File: config.mk
export PLATFORM = sky130hd
export DESIGN_NAME = irq_ctrl
export DESIGN_NICKNAME = d
export VERILOG_FILES = /design/src/rtl/irq_ctrl_pkg.sv /design/src/rtl/irq_ctrl_src.sv /design/src/rtl/irq_ctrl.sv
export SDC_FILE = /design/constraint.sdc
export NUM_CORES = 1
export LEC_CHECK = 0
export CORE_MARGIN = 4
export CORE_UTILIZATION = 40
export DETAILED_ROUTE_END_ITERATION = 6
export DONT_BUFFER_PORTS = 1
export PLACE_DENSITY_LB_ADDON = 0.08
export SETUP_SLACK_MARGIN = 0.4
export SLEW_MARGIN = 20
export SYNTH_ARGS = -nofsm -noshare
export SYNTH_HDL_FRONTEND = slang
export SYNTH_SLANG_ARGS = --single-unit
File: constraint.sdc
create_clock -name clk -period 1.7 [get_ports clk]
set_input_delay 0.17 -clock clk [delete_from_list [all_inputs] [get_ports clk]]
set_output_delay 0.17 -clock clk [all_outputs]
set_load 0.005 [all_outputs]
File: src/rtl/irq_ctrl_pkg.sv
// irq_ctrl_pkg: register map and fixed bit positions shared by the interrupt controller files
package irq_ctrl_pkg;
   typedef enum logic [2:0] {
      REG_ENABLE  = 3'd0,
      REG_MODE    = 3'd1,
      REG_PENDING = 3'd2,
      REG_SET     = 3'd3,
      REG_TOP     = 3'd4
   } reg_sel_e;
   localparam int IRQ_FAST_BASE = 16;
   localparam int TOP_VALID_BIT = 31;
endpackage

File: src/rtl/irq_ctrl_src.sv
// irq_ctrl_src: edge detector and pending latch with set-over-clear priority for one source
module irq_ctrl_src (
   input  logic clk,
   input  logic rst,
   input  logic i_src,
   input  logic i_mode,
   input  logic i_set,
   input  logic i_clr,
   output logic o_pending
);
   logic r_prev, r_pending, w_rise, w_next;
   assign w_rise = i_src & ~r_prev;
   // level mode tracks the line, so a software set only lasts one cycle there
   assign w_next = i_mode ? (i_set | w_rise | (r_pending & ~i_clr)) : (i_src | i_set);
   assign o_pending = r_pending;
   always_ff @(posedge clk) begin
      r_prev    <= i_src;
      r_pending <= rst ? 1'b0 : w_next;
   end
endmodule

File: src/rtl/irq_ctrl.sv
// irq_ctrl: bus-programmable interrupt controller mapping NUM_SRC sources onto core fast irqs 16+i
module irq_ctrl
   import irq_ctrl_pkg::*;
#(
   parameter int NUM_SRC = 8,
   parameter int ADDR_W  = 5
) (
   input  logic               clk,
   input  logic               rst,
   input  logic [NUM_SRC-1:0] src_i,
   input  logic               req_i,
   input  logic               we_i,
   input  logic [3:0]         be_i,
   input  logic [ADDR_W-1:0]  addr_i,
   input  logic [31:0]        wdata_i,
   output logic               gnt_o,
   output logic               rvalid_o,
   output logic [31:0]        rdata_o,
   output logic [31:0]        irq_o,
   input  logic               irq_ack_i,
   input  logic [4:0]         irq_id_i
);
   logic [NUM_SRC-1:0] r_enable, r_mode, r_irq;
   logic [NUM_SRC-1:0] w_pending, w_wbits, w_bmask_src, w_set, w_clr;
   logic [31:0]        w_bmask, w_top, w_rdata, r_rdata;
   logic               r_rvalid, w_wr, w_unused;
   reg_sel_e           w_sel;

   assign gnt_o       = req_i;
   assign rvalid_o    = r_rvalid;
   assign rdata_o     = r_rdata;
   assign w_sel       = reg_sel_e'(addr_i[4:2]);
   assign w_wr        = req_i & we_i;
   assign w_bmask     = {{8{be_i[3]}}, {8{be_i[2]}}, {8{be_i[1]}}, {8{be_i[0]}}};
   assign w_bmask_src = w_bmask[NUM_SRC-1:0];
   assign w_wbits     = wdata_i[NUM_SRC-1:0] & w_bmask_src;
   assign w_set       = (w_wr && w_sel == REG_SET) ? w_wbits : '0;
   assign w_unused    = ^{addr_i, wdata_i};

   for (genvar k = 0; k < NUM_SRC; k++) begin : g_src
      assign w_clr[k] = (w_wr && w_sel == REG_PENDING && w_wbits[k])
                      || (irq_ack_i && irq_id_i == 5'(IRQ_FAST_BASE + k));
      irq_ctrl_src u_src (
         .clk       (clk),
         .rst       (rst),
         .i_src     (src_i[k]),
         .i_mode    (r_mode[k]),
         .i_set     (w_set[k]),
         .i_clr     (w_clr[k]),
         .o_pending (w_pending[k])
      );
   end

   // descending scan so the lowest pending+enabled source is the one left standing
   always_comb begin
      w_top = '0;
      for (int j = NUM_SRC - 1; j >= 0; j--) begin
         if (w_pending[j] && r_enable[j]) begin
            w_top                = '0;
            w_top[TOP_VALID_BIT] = 1'b1;
            w_top[4:0]           = 5'(IRQ_FAST_BASE + j);
         end
      end
   end

   assign w_rdata = w_sel == REG_ENABLE  ? 32'(r_enable)  :
                    w_sel == REG_MODE    ? 32'(r_mode)    :
                    w_sel == REG_PENDING ? 32'(w_pending) :
                    w_sel == REG_TOP     ? w_top          : '0;

   always_ff @(posedge clk) begin
      if (rst) begin
         r_enable <= '0;
         r_mode   <= '0;
         r_irq    <= '0;
         r_rvalid <= 1'b0;
         r_rdata  <= '0;
      end else begin
         if (w_wr && w_sel == REG_ENABLE) r_enable <= (r_enable & ~w_bmask_src) | w_wbits;
         if (w_wr && w_sel == REG_MODE) r_mode <= (r_mode & ~w_bmask_src) | w_wbits;
         r_irq    <= w_pending & r_enable;
         r_rvalid <= req_i;
         r_rdata  <= (req_i && !we_i) ? w_rdata : '0;
      end
   end

   always_comb begin
      irq_o                           = '0;
      irq_o[IRQ_FAST_BASE +: NUM_SRC] = r_irq;
   end
endmodule

==> flow_summary.ini <==
[finish]
n_fill_cell = 622
mostFrequentLayoutCells = conb_1 (47), dfxtp_1 (44), nand2_1 (29)
post_layout_nets = 365
fraction_of_final_layout_cells_with_drive_strength_greater_than_1 = 0.0814
most_common_library_cell_in_the_layout_ignoring_fill_and_taps = conb_1
insertedDiodeCount = 0
finish.instance_area_sq_um = 2710
area_growth_pct = 11.0

[placement]
port_buffers = 0
gp_congestion = 0.767
placedInstanceArea_sq_um = 2340
detailed_place_hpwl_microns = 4100

[worst_hold_path]
hold_path_startpoint = wdata_i[7]
hold_path.class = in2reg
timing.hold.worst_path_depth = 2

[synthesis]
syn-cell-area_sq_um = 2440
synth.distinct_cells = 40
syn_inst = 280
seq_area_frac_synth = 0.410
synth_seq_cells = 50
synth-edff-count = 0
post_synthesis_async_set_or_reset_flop_share = 0
syn_avg_cell_area_sq_um = 8.72
dominantRegCellSynth = dfxtp_1
yosys_warnings = 0

[route]
post_drt_wl_per_cell_microns = 15.0
viasPerCell = 4.93
drc_errors = 0
routed-via-count = 1885
drtAntennaViolNets = 0
drt_first_pass_iters = 6
first_iter_violations = 120
wl_microns = 5750

[sta]
timing_worst_slew_pin_value_ps = 643
slew_violations = 0
max_slew_margin = 0.570
fmaxAchievable_mhz = 801
timing.clock.skew_ps = 8.28
grt_setup_unrepaired = yes
finalWorstPathRequiredPeriod_ps = 1250
fin_crit_sh = 0.734
tns_ps = 0
report.final.hold_viol_count = 0
setup-violations-final = 0

[critical_path]
setup.worst_path.start_class = flip-flop
crit_path_max_fanout = 4
worstPathBufferInverterCount = 0
reg2reg_depth = 4
path_delay_family = simple AND/OR/NAND/NOR gates
critical_path.cell_chain = nand2_1, nand4_1, or3b_1, a21oi_1
worst_path_arrival_ps = 1490
setup.worst_path.class = reg2reg
worst_ep_required_time_ps = 1940
setup.worst_path.end_class = flip-flop
max_stage_delay_ps = 400
r2r_slack_ps = 450
critical_path.slowest_cell = dfxtp_1
r2r-end = rdata_o[2]

[floorplan]
floorplan.rows = 28
initial_core_util = 0.413
design.core.area_sq_um = 5920
boundaryPins = 125
die_height_microns = 86.1
die_x_microns = 86.1
dieArea_sq_um = 7420

[clock_tree]
number_of_buffers_added_for_setup_after_cts = 0
worstSkewPairLatency_ps = 300
cts_tree = done
clock_tree.htree_level_count = 2
path_clk_slew_ps = 90
clock_tree.root_cell = clkbuf_8
clock_tree.buffer_depth = 2
cts_num_sinks = 50
cts_made_buffers = 5

[pwr]
clockPowerShare = 0.342
ir_worst_vdd_mv = 0.381
leakage_nw = 1.10
comb_power_share = 0.080
pwr_density_cell_nw_per_um2 = 780
cellInternalPower_mw = 1.61
switchingPower_mw = 0.506
p_sw_frac = 0.240
p_seq_frac = 0.577

[outcome]
run_status = complete, no violations

[run]
drv.max_cap_violation_count = 0

[global_routing]
grt_start_max_net_pins = 17
number_of_antenna_violations_at_the_first_check_in_global_routing = 0
first_pass_grt_wire_length_microns = 9090
gr-usage-all-layers = 0.156
grt_pass1_vias = 1792
grt_remaining_overflow = 0
cell type report:
type                            count  area, sq um  area share
Clock buffer                        6         82.6      0.0305
Clock inverter                      2         12.5     0.00462
Multi-Input combinational cell    217         1210       0.448
Tap cell                           75         93.8      0.0346
Sequential cell                    50         1010       0.372
Inverter                            2         7.51     0.00277
Timing Repair Buffer               30          290       0.107
metrics by stage:
step / cells / power [mW] / utilization / setup slack [ps] / hold slack, ps
2_1_floorplan: 326 / 1.45 / - / 443 / 198
3_3_place_gp: 348 / 1.37 / 0.395 / 345 / 198
3_5_place_dp: 348 / 1.37 / 0.395 / 346 / 198
4_1_cts: 382 / 2.13 / 0.455 / 433 / 2.86
5_1_grt: 382 / 2.20 / 0.458 / 390 / 7.05
6_report: 382 / 2.11 / 0.458 / 451 / 10.3
power by group through the flow:
stage / Sequential (mW) / Combinational [mW] / Clock [mW]
after floorplan: 1.24 / 0.209 / 0
after global placement: 1.25 / 0.125 / 0
after detailed placement: 1.25 / 0.125 / 0
after CTS: 1.22 / 0.167 / 0.749
after global routing: 1.22 / 0.192 / 0.787
final: 1.22 / 0.170 / 0.724
layer usage:
metal	wire, microns	track usage
met1	2650	0.219
met3	471	0.0451
met4	59	0.0460
met5	0	0
met2	2560	0.232
what timing repair did:
item                                   4_1_cts  5_1_grt
setup endpoints to repair                    0        9
hold buffers                                26        0
resized for setup                            0        8
endpoints found under the hold margin       37        0
cell families after synthesis:
logic type      Yosys count  share of synthesized area
compound gates           67                      0.188
buf+inv                  59                      0.166
flops                    50                      0.410
mux                       8                     0.0328
other cells               1                    0.00154
simple gates             95                      0.201
synth_stat cells, drive strengths merged, types with 5 or more instances:
library cell  number  share of area
buf               52           0.16
dfxtp             50           0.41
nand2             30          0.046
nor2              27          0.043
a21oi             23          0.047
nor3              15          0.035
o21ai             11          0.023
a32o               8          0.033
a41o               8          0.033
mux2i              8          0.033
nor2b              6          0.015
clkbuf             5         0.0077
o21bai             5          0.015
worst max path at each step:
stage                                   from                       end  slack [ps]  depth (start not counted)
floorplan                        irq_id_i[2]  g_src[0].u_src.o_pending         440                          4
global placement                   addr_i[2]  g_src[4].u_src.o_pending         340                          4
detailed placement               irq_id_i[2]  g_src[0].u_src.o_pending         350                          4
CTS                 g_src[4].u_src.o_pending                rdata_o[2]         430                          4
global route                       flip-flop                  r_irq[4]         390                          3
finish                             flip-flop                rdata_o[2]         450                          4
(Power assumes the default switching activity.)
